**src/rtl/button_conditioner.sv**
```systemverilog
// Synchronizes, debounces and edge-detects the four user pushbuttons into press pulses.
// Define BUTTON_REPEAT_EN to add hold-to-repeat on the up and down channels.
module button_conditioner #(
    parameter int DEBOUNCE_CYCLES = 650000,
    parameter int REPEAT_DELAY    = 32500000,
    parameter int REPEAT_PERIOD   = 6500000
) (
    input  logic       clk_65mhz,
    input  logic       rst,
    input  logic [3:0] btn_raw,
    output logic [3:0] btn_level,
    output logic       up,
    output logic       down,
    output logic       next,
    output logic       set
);
    localparam int CW = $clog2(DEBOUNCE_CYCLES);
    localparam logic [CW-1:0] CNT_LAST = CW'(DEBOUNCE_CYCLES - 1);

    if (DEBOUNCE_CYCLES < 2 || REPEAT_DELAY < 1 || REPEAT_PERIOD < 1) begin : g_param_check
        $error("button_conditioner: invalid timing parameters");
    end

    logic [3:0]    s1;
    logic [3:0]    s2;
    logic [3:0]    stb;
    logic [CW-1:0] cnt [4];
    logic [3:0]    flip;
    logic [3:0]    press;
    logic [1:0]    rep;

    // flip marks the edge on which the stable level changes
    always_comb begin
        for (int i = 0; i < 4; i++) begin
            flip[i] = (s2[i] != stb[i]) && (cnt[i] == CNT_LAST);
        end
    end

    assign press     = flip & ~stb;
    assign btn_level = stb;

    always_ff @(posedge clk_65mhz) begin
        if (rst) begin
            s1  <= '0;
            s2  <= '0;
            stb <= '0;
            for (int i = 0; i < 4; i++) begin
                cnt[i] <= '0;
            end
        end else begin
            s1 <= btn_raw;
            s2 <= s1;
            for (int i = 0; i < 4; i++) begin
                if (s2[i] == stb[i]) begin
                    cnt[i] <= '0;
                end else if (flip[i]) begin
                    stb[i] <= s2[i];
                    cnt[i] <= '0;
                end else begin
                    cnt[i] <= cnt[i] + CW'(1);
                end
            end
        end
    end

`ifdef BUTTON_REPEAT_EN
    localparam int RMAX = (REPEAT_DELAY > REPEAT_PERIOD) ? REPEAT_DELAY : REPEAT_PERIOD;
    localparam int RW   = $clog2(RMAX + 1);
    localparam logic [RW-1:0] DELAY_LAST  = RW'(REPEAT_DELAY - 1);
    localparam logic [RW-1:0] PERIOD_LAST = RW'(REPEAT_PERIOD - 1);

    logic [RW-1:0] hcnt [2];
    logic [1:0]    in_period;

    // a channel releasing on this edge must not fire a repeat on the same edge
    always_comb begin
        for (int i = 0; i < 2; i++) begin
            rep[i] = stb[i] && !flip[i] &&
                     (hcnt[i] == (in_period[i] ? PERIOD_LAST : DELAY_LAST));
        end
    end

    always_ff @(posedge clk_65mhz) begin
        if (rst) begin
            in_period <= '0;
            for (int i = 0; i < 2; i++) begin
                hcnt[i] <= '0;
            end
        end else begin
            for (int i = 0; i < 2; i++) begin
                if (!stb[i] || flip[i]) begin
                    hcnt[i]      <= '0;
                    in_period[i] <= 1'b0;
                end else if (rep[i]) begin
                    hcnt[i]      <= '0;
                    in_period[i] <= 1'b1;
                end else begin
                    hcnt[i] <= hcnt[i] + RW'(1);
                end
            end
        end
    end
`else
    assign rep = '0;
`endif

    always_ff @(posedge clk_65mhz) begin
        if (rst) begin
            up   <= 1'b0;
            down <= 1'b0;
            next <= 1'b0;
            set  <= 1'b0;
        end else begin
            up   <= press[0] | rep[0];
            down <= press[1] | rep[1];
            next <= press[2];
            set  <= press[3];
        end
    end

endmodule

```
**config.mk**
```make
export PLATFORM = sky130hd
export DESIGN_NAME = button_conditioner
export DESIGN_NICKNAME = d
export VERILOG_FILES = /design/src/rtl/button_conditioner.sv
export SDC_FILE = /design/constraint.sdc
export NUM_CORES = 1
export LEC_CHECK = 0
export ABC_AREA = 1
export BUFFER_PORTS_ARGS = -buffer_cell sky130_fd_sc_hd__buf_2
export CAP_MARGIN = 0
export CELL_PAD_IN_SITES_DETAIL_PLACEMENT = 0
export CELL_PAD_IN_SITES_GLOBAL_PLACEMENT = 1
export CORE_UTILIZATION = 47
export DETAILED_ROUTE_END_ITERATION = 12
export GPL_TIMING_DRIVEN = 0
export PLACE_DENSITY = 0.9
export SLEW_MARGIN = 30
export SYNTH_ARGS = -nofsm -noshare
export SYNTH_HDL_FRONTEND = slang
export SYNTH_SLANG_ARGS = --single-unit
```
**constraint.sdc**
```tcl
create_clock -name clk_65mhz -period 1.9 [get_ports clk_65mhz]
set_input_delay 0.095 -clock clk_65mhz [delete_from_list [all_inputs] [get_ports clk_65mhz]]
set_output_delay 0.095 -clock clk_65mhz [all_outputs]
set_load 0.005 [all_outputs]
```
==> impl_metrics.json <==
{
  "synth_top_area_share_pct": 43.7,
  "vias": 4571,
  "p_comb_share_pct": 4.9,
  "rr_startpoint": "cnt[3][0]",
  "cp.required_ns": 2.00,
  "start_kind": "register",
  "fmax_ghz": 0.562,
  "startpoint": "cnt[3][0]",
  "dieArea_mm2": 0.0121,
  "synthArstFlopShare_pct": 0,
  "fin_crit_sh_pct": 93.6,
  "hold_path.class": "primary input to register",
  "routed_wl_um": 10900,
  "netSwitchingFraction_pct": 22.6,
  "ir_drop_mv": 0.368,
  "holdWs_ns": 0.203,
  "grt_max_degree": 16,
  "portBuffers": 13,
  "dr_wl_met2_um": 5150,
  "cts_tree": "done",
  "routedWlPerCell_um": 11.4,
  "cap_violations": 0,
  "coreArea_mm2": 0.0114,
  "drive_above_1_share_pct": 8.24,
  "worstSetupPathType": "register to register",
  "crit_path_max_incr_delay_ns": 0.43,
  "h-tree-depth": 3,
  "cts_max_path_buffers": 2,
  "r2r_cells": 7,
  "clk_pin_slew_ns": 0.07,
  "avgSynthCellArea_um2": 7.90,
  "intPower_mw": 3.48,
  "place_hpwl_um": 8210,
  "crit_chain": "ha_2 > nand3_2 > nor2_2 > nand3_1 > nand2_1 > buf_4 > nor2_1",
  "synth_warnings": 0,
  "start_util_pct": 48.1,
  "seqPwrFrac_pct": 54.5,
  "end_kind": "register",
  "nets": 818,
  "first_pass_iters": 9,
  "power-per-cell-area_mw_per_mm2": 698,
  "fp.dieH_um": 110,
  "rr_endpoint": "cnt[3][9]",
  "crit_end": "cnt[3][9]",
  "reg2reg_slack_ns": 0.12,
  "p_sw_mw": 1.01,
  "top_layer": "met4",
  "grt_pass1_wl_um": 18000,
  "final.min_clock_period_ns": 1.78,
  "met3WireLength_um": 299,
  "drc": 2,
  "critPathMaxFanout": 10,
  "boundaryPins": 14,
  "finClkSkew_ns": 0.00504,
  "die_x_um": 110,
  "rows": 39,
  "synth_edf_count": 80,
  "synth_most_common_cell": "nand2_1",
  "setup_viol": 0,
  "num_antenna_cells": 0,
  "track_usage_pct": 19.4,
  "slew_violations": 0,
  "grt_antenna_before_repair": 0,
  "p_clk_share_pct": 40.6,
  "clk_latency_ns": 0.35,
  "wl_met1_um": 5230,
  "cts_root_buffer": "clkbuf_16",
  "gp_congestion": 0.870,
  "grt_pass1_vias": 4132,
  "cts_sinks": 96,
  "violations": "design-rule violations",
  "yosys_register_bits": 96,
  "hold_viol_final": 0,
  "fin_util_pct": 56.4,
  "ys_seq_area_share_pct": 49.5,
  "synth.distinct_cells": 27,
  "synth_area_leaders": "edfxtp_1 44%, nand2_1 12%, nor2_1 11%, dfxtp_1 5.8%, inv_1 5.0%",
  "cp_slowest_cell": "edfxtp_1",
  "ys_top_cells_by_count": "178 x nand2_1, 168 x nor2_1, 80 x edfxtp_1",
  "synth_top_area_cell": "edfxtp_1",
  "viasPerCell": 4.78,
  "synth-main-ff-cell": "edfxtp_1",
  "status": "complete, but fails checks",
  "area_growth_pct": 17.1,
  "power_leakage_nw": 2.50,
  "numCtsBuffers": 9,
  "drt_iter0_drc": 273,
  "grt_overflow": 0,
  "antenna_left": 0,
  "syn_inst": 696,
  "syn-cell-area_mm2": 0.00550,
  "cp.arrival_ns": 1.88
}
-- registers in the layout, summed over array words and instances, names as in the netlist --
name,cells
btn_level,4
s2,4
cnt,80
set,1
down,1
next,1
s1,4
up,1
-- how the worst min path moves through the flow --
stage / startpoint / end / slack, ns / cells past startpoint
2_1_floorplan: btn_raw[0] / s1[0] / 0.20 / 2
3_3_place_gp: btn_raw[3] / s1[3] / 0.32 / 3
3_5_place_dp: btn_raw[3] / s1[3] / 0.33 / 3
4_1_cts: rst / next / 0.19 / 5
5_1_grt: rst / next / 0.21 / 5
6_report: rst / next / 0.20 / 5
-- metal layers --
layer  global-route usage (%)  vias to the layer above
met3                     3.00                       12
met4                     8.36                        0
met5                        0                        -
li1                         -                     2385
met2                     33.3                       63
met1                     24.1                     2111
-- cells by family (layout without fill, tap and decap cells) --
| logic type | count (synthesis) | after routing | share of synthesized area (%) |
|---|---|---|---|
| AO/OA/AOI/OAI | 46 | 46 | 4.37 |
| flip-flops | 96 | 96 | 49.5 |
| AND/OR/NAND/NOR | 436 | 436 | 33.8 |
| XOR/XNOR | 33 | 33 | 5.26 |
| adder cells (fa/ha/maj) | 4 | 4 | 0.911 |
| other | 1 | 80 | 0.0682 |
| buffers and inverters | 80 | 118 | 6.08 |
-- per-stage QoR --
step	instance area (um2)	power, mW	worst slack (ns)	std cells	setup TNS, ns
3_3_place_gp	6040	2.69	0.0764	931	0
4_1_cts	6380	4.53	0.0365	951	0
3_5_place_dp	6040	2.70	0.0403	931	0
6_report	6430	4.49	0.122	956	0
2_1_floorplan	5790	2.63	0.330	775	0
5_1_grt	6430	4.66	-0.0104	956	-0.0294
-- power by group through the flow --
stage / Sequential [mW] / Combinational, mW / Clock, mW
final: 2.45 / 0.221 / 1.82
after detailed placement: 2.49 / 0.203 / 0
after CTS: 2.45 / 0.211 / 1.87
after global routing: 2.46 / 0.258 / 1.94
after floorplan: 2.47 / 0.165 / 0
after global placement: 2.49 / 0.199 / 0
-- critical path: cells and delay by family (launching register included) --
kind | cells | cell delay [ns]
adders and majority gates | 1 | 0.25
buffers and inverters | 1 | 0.18
and+or+nand+nor | 5 | 0.67
DFF | 1 | 0.43
-- repair_timing --
item	4_1_cts	5_1_grt
endpoints found under the setup margin	0	40
buffers inserted	0	5
resized for setup	0	4
hold endpoints to repair	4	0
hold buffers	4	0
-- area by class of cell --
type | count | area (um2)
inverters | 73 | 274
clock buffers | 12 | 278
fillers | 1081 | 4980
repair buffers | 22 | 143
clock inverters | 4 | 25.0
well taps | 143 | 179
multi-input cells | 599 | 2750
flip-flops and latches | 96 | 2720
plain buffers | 7 | 60.1
-- cells in the final DEF, fill, tap and decap left out, drive strengths merged --
cell and n:
a21oi 37, nand4 12, xor2 18, nand3b 5
nor3 1, inv 73, ha 4, dlygate4sd3 4
edfxtp 80, buf 24, o21ai 5, o21a 3
clkbuf 13, nand2 183, dfxtp 16, clkinv 2
o21bai 1, conb 80, xnor2 15, nor2 181
or2 6, clkinvlp 2, nand3 48
No activity file was read; power rests on OpenSTA's default activity.
